[config.mk]
export PLATFORM = sky130hd
export DESIGN_NAME = ahb_out_arb_param
export DESIGN_NICKNAME = d
export VERILOG_FILES = /design/src/rtl/ahb_out_arb_param.sv
export SDC_FILE = /design/constraint.sdc
export NUM_CORES = 1
export LEC_CHECK = 0
export BUFFER_PORTS_ARGS = -buffer_cell sky130_fd_sc_hd__buf_2
export CAP_MARGIN = 25
export CORE_AREA = 10 10 56 69
export DETAILED_ROUTE_END_ITERATION = 10
export DIE_AREA = 0 0 66 79
export PLACE_DENSITY = 0.61
export RECOVER_POWER = 100
export SYNTH_ARGS = -nofsm -noshare
export SYNTH_HDL_FRONTEND = slang
export SYNTH_SLANG_ARGS = --single-unit
[constraint.sdc]
create_clock -name HCLK -period 2 [get_ports HCLK]
set_input_delay 0.2 -clock HCLK [delete_from_list [all_inputs] [get_ports HCLK]]
set_output_delay 0.2 -clock HCLK [all_outputs]
set_load 0.02 [all_outputs]
[src/rtl/ahb_out_arb_param.sv]
// Output-stage arbiter for the AHB bus matrix: picks which input stage drives the shared slave port.
// Round-robin or fixed priority with burst/lock hold; grant, no_port and change pulse are registered.
module ahb_out_arb_param #(
  parameter int NUM_PORTS   = 4,
  parameter int PORT_W      = 2,
  parameter int ARB_MODE    = 0,
  parameter int INCR_HOLD   = 4,
  parameter int EARLY_LIMIT = 1
) (
  input  logic                 HCLK,
  input  logic                 HRESET,
  input  logic [NUM_PORTS-1:0] req,
  input  logic                 HREADYM,
  input  logic                 HSELM,
  input  logic [1:0]           HTRANSM,
  input  logic [2:0]           HBURSTM,
  input  logic                 HMASTLOCKM,
  output logic [PORT_W-1:0]    addr_in_port,
  output logic                 no_port,
  output logic                 arb_change
);

  localparam logic [1:0] TR_IDLE   = 2'd0;
  localparam logic [1:0] TR_NONSEQ = 2'd2;
  localparam logic [1:0] TR_SEQ    = 2'd3;

  logic [3:0]        burst_remain, next_remain;
  logic              burst_hold, next_hold;
  logic [1:0]        early_cnt, next_early;
  logic [PORT_W-1:0] next_port;
  logic              next_no_port;

  logic              any_found, above_found, below_found;
  logic [PORT_W-1:0] any_idx, above_idx, below_idx;

  // Burst tracking: hold drops in the address phase of the final beat.
  always_comb begin
    next_remain = burst_remain;
    next_hold   = burst_hold;
    if (!HSELM || HTRANSM == TR_IDLE) begin
      next_remain = 4'd0;
      next_hold   = 1'b0;
    end else if (HTRANSM == TR_NONSEQ) begin
      case (HBURSTM)
        3'd0: begin
          next_remain = 4'd0;
          next_hold   = 1'b0;
        end
        3'd1: begin
          if (early_cnt == 2'(EARLY_LIMIT)) begin
            next_remain = 4'd0;
            next_hold   = 1'b0;
          end else begin
            next_remain = 4'(INCR_HOLD - 2);
            next_hold   = 1'b1;
          end
        end
        3'd2, 3'd3: begin
          next_remain = 4'd2;
          next_hold   = 1'b1;
        end
        3'd4, 3'd5: begin
          next_remain = 4'd6;
          next_hold   = 1'b1;
        end
        default: begin
          next_remain = 4'd14;
          next_hold   = 1'b1;
        end
      endcase
    end else if (HTRANSM == TR_SEQ) begin
      if (burst_remain == 4'd0) next_hold = 1'b0;
      else next_remain = burst_remain - 4'd1;
    end
  end

  // A NONSEQ arriving while still held means the previous INCR was cut short.
  always_comb begin
    if (!next_hold) next_early = 2'd0;
    else if (burst_hold && HTRANSM == TR_NONSEQ)
      next_early = (early_cnt == 2'd3) ? 2'd3 : early_cnt + 2'd1;
    else next_early = early_cnt;
  end

  always_comb begin
    any_found   = 1'b0;
    any_idx     = '0;
    above_found = 1'b0;
    above_idx   = '0;
    below_found = 1'b0;
    below_idx   = '0;
    for (int i = 0; i < NUM_PORTS; i++) begin
      if (req[i]) begin
        if (!any_found) begin
          any_found = 1'b1;
          any_idx   = PORT_W'(i);
        end
        if (!above_found && PORT_W'(i) > addr_in_port) begin
          above_found = 1'b1;
          above_idx   = PORT_W'(i);
        end
        if (!below_found && PORT_W'(i) < addr_in_port) begin
          below_found = 1'b1;
          below_idx   = PORT_W'(i);
        end
      end
    end
  end

  // The current owner's req is ignored; it keeps the port only through HSELM.
  always_comb begin
    next_port    = addr_in_port;
    next_no_port = no_port;
    if (!(HMASTLOCKM || next_hold)) begin
      if (no_port) begin
        if (any_found) begin
          next_port    = any_idx;
          next_no_port = 1'b0;
        end
      end else if (ARB_MODE == 0) begin
        if (above_found) next_port = above_idx;
        else if (below_found) next_port = below_idx;
        else if (!HSELM) next_no_port = 1'b1;
      end else begin
        if (below_found) next_port = below_idx;
        else if (HSELM) next_port = addr_in_port;
        else if (above_found) next_port = above_idx;
        else next_no_port = 1'b1;
      end
    end
  end

  always_ff @(posedge HCLK) begin
    if (HRESET) begin
      addr_in_port <= '0;
      no_port      <= 1'b1;
      arb_change   <= 1'b0;
      burst_remain <= 4'd0;
      burst_hold   <= 1'b0;
      early_cnt    <= 2'd0;
    end else begin
      arb_change <= 1'b0;
      if (HREADYM) begin
        addr_in_port <= next_port;
        no_port      <= next_no_port;
        arb_change   <= (next_port != addr_in_port) || (next_no_port != no_port);
        burst_remain <= next_remain;
        burst_hold   <= next_hold;
        early_cnt    <= next_early;
      end
    end
  end

  grant_in_range: assert property (@(posedge HCLK) disable iff (HRESET)
    int'(addr_in_port) < NUM_PORTS);

endmodule

==> metrics.txt <==
number of hold violations in the final report 0; max-cap viol count 0; Post-Syn Nets 122; Seq pwr share 45.8%; Worst-Margin Slew between 0.4 and 0.5 ns; RD Place Congestion 0.818; Clock power frac around 27%; synthesized area about 850 um^2; Ys Warns 0; router iterations before antenna repair 4; CTS buffer count 3; CTS hold repair buffers 0; Overall Global Routing Usage around 8.7%; normalized max-slew margin around 69%; Vias 863; Synth Instances approximately 110; worst-case clock buffer depth 2; combinational power share between 20% and 30%; clock root buffer clkbuf_4; status finished clean; CORE AREA between 0.002 and 0.003 mm^2; worst-path cell chain inv_1, ha_1, or3b_1, o22ai_2, o311ai_4, nand2b_4, a221o_1; most used flip-flop cell after synthesis dfxtp_1; CTS H-tree depth 1; Period minus WS final 1.81 ns; P_leak just under 0.4 nW; fin nets 141; die height roughly 80 um; DRC violations left 0; crit-path max FO 6; Worst Setup End Kind register; Initial Utilization about a third; Post-Syn Area per Cell approximately 8 um^2; switching share of power 31.0%; Net Switching 0.165 mW; Req. time, crit path 2.15 ns; Top-Level Pins 18; Max Used Layer met4; CTS sink cnt 11; dpl hpwl ~1700 um; die area 0.00521 mm^2; P per Cell Area 534 mW/mm^2; fillers approximately 280; met3 routed WL roughly 160 um; most frequent cells in the layout buf_2 (14), nor2_1 (11), dfxtp_1 (11), o21ai_0 (10), inv_1 (8); Post-CTS Repair Setup Buffers 0; Resize count post-CTS 0; grt total ovfl 0; fmax ~550 MHz; drt total wl 2130 um; final worst clock skew 0.00343 ns; Setup-failing EPs final 0; ys async rst share 0%; FF-to-FF setup slack 0.19 ns; global-route wire length before repair 3720 um; TritonCTS clock tree built; register area share after synthesis 25.9%; Skew-Pair Late Insertion Delay 0.26 ns; met2 wire len 1080 um; vias in the first global route 855; Port Buffers 17; Startpoint Class register; # diodes 0; largest net degree at the start of global routing 12; Syn-to-layout area delta 17.5%; TNS Setup 0 ns; arrival time worst endpoint 1.97 ns; final worst-path cycle share 90.7%; P_int 0.369 mW; peak supply drop 235 uV; 1st-iter DRT viols 52; Netlist cell types 35; drt wl/cell ~14 um; Crit-path slowest cell or3b_1; Reg clk slew, reported paths 0.07 ns; Met1 Wirelength 878 um; EDFF count, synth 0; Setup Crit Path Kind reg2reg; RSZ-0062 raised after global routing no; fin. max-slew vios 0; most common cell after layout, fill and taps aside buf_2; initial antenna violation count 0; Worst Hold Class in2reg; Synth Register Bits 11; layout cells sized above 1 21.8%; Detail Route Antenna Nets 0; die width 66 um; row cnt 21; Critical Path Max Stage Delay 0.37 ns; Min Hold Slack 0.243 ns; vias per cell 5.46
-- cell families (layout without fill, tap and decap cells) --
logic type / Yosys count / after routing / synth area share [%]
AOI/OAI and AO/OA: 39 / 39 / 34.7
and+or+nand+nor: 35 / 35 / 23.4
buffers and inverters: 13 / 31 / 6.03
DFF: 11 / 11 / 25.9
muxes: 6 / 6 / 7.06
adders and majority gates: 2 / 2 / 2.94
-- per-layer routing --
metal	track usage (%)	up-vias
li1	-	430
met1	8.60	413
met2	15.4	18
met3	3.23	2
met4	4.41	0
met5	0	-
-- final timing paths --
kind,cells past startpoint,endpoint,start
worst max-delay path,7,no_port,burst_remain[0]
worst min-delay path,2,early_cnt[0],HREADYM
worst max register to register,7,no_port,burst_remain[0]
worst min register to register,2,early_cnt[1],early_cnt[1]
-- synthesized netlist by cell type, drive strengths merged (2+ instances only) --
cell     number  area, um^2
a21oi         7        35.0
ha            2        25.0
inv           8        30.0
buf           2        10.0
o21ai        11        55.1
o22ai         2        12.5
a31oi         3        18.8
nand2b        5        48.8
nor2b         3        18.8
a211oi        3        22.5
mux2i         6        60.1
or3b          3        26.3
nor2         11        41.3
a2111oi       2        36.3
o21a          2        15.0
nor4          2        12.5
clkbuf        3        11.3
nor3          3        15.0
nand2         6        22.5
dfxtp        11         220
-- sequential cells by signal, indices dropped and copies added (netlist names) --
register and flops:
early_cnt 2, burst_hold 1, no_port 1, arb_change 1, addr_in_port 2, burst_remain 4
-- worst max-delay path: cells and delay by family (launching register included) --
kind,cells,cell delay (ns)
buffers and inverters,1,0.09
adders and majority gates,1,0.14
AOI/OAI and AO/OA,3,0.60
DFF,1,0.34
and+or+nand+nor,2,0.54
-- layout make-up --
class | instances | area, um^2 | share of cell area [%]
timing repair buffer | 19 | 92.6 | 9.26
multi-input combinational | 82 | 588 | 58.8
clock buffer | 4 | 26.3 | 2.63
inverter | 8 | 30.0 | 3.00
sequential | 11 | 220 | 22.0
tap | 34 | 42.5 | 4.26
-- power by group through the flow --
stage                     sequential, mW  combinational [mW]  clock, mW
after detailed placement           0.249               0.144          0
after floorplan                    0.249              0.0951          0
final                              0.245               0.144      0.145
after global placement             0.249               0.141          0
after CTS                          0.245               0.144      0.153
after global routing               0.247               0.161      0.170
-- metrics by stage --
| stage | instance area, um^2 | total power, mW | std cells | setup WS (ns) | utilization (%) |
|---|---|---|---|---|---|
| 2_1_floorplan | 851 | 0.344 | 106 | 0.198 | - |
| 3_3_place_gp | 972 | 0.389 | 154 | 0.150 | 37.4 |
| 3_5_place_dp | 972 | 0.393 | 154 | 0.0846 | 37.4 |
| 4_1_cts | 998 | 0.542 | 158 | 0.0719 | 38.4 |
| 5_1_grt | 1000 | 0.578 | 158 | 0.0293 | 38.4 |
| 6_report | 1000 | 0.534 | 158 | 0.185 | 38.4 |
Note: power is estimated with default switching activity, not from simulation.
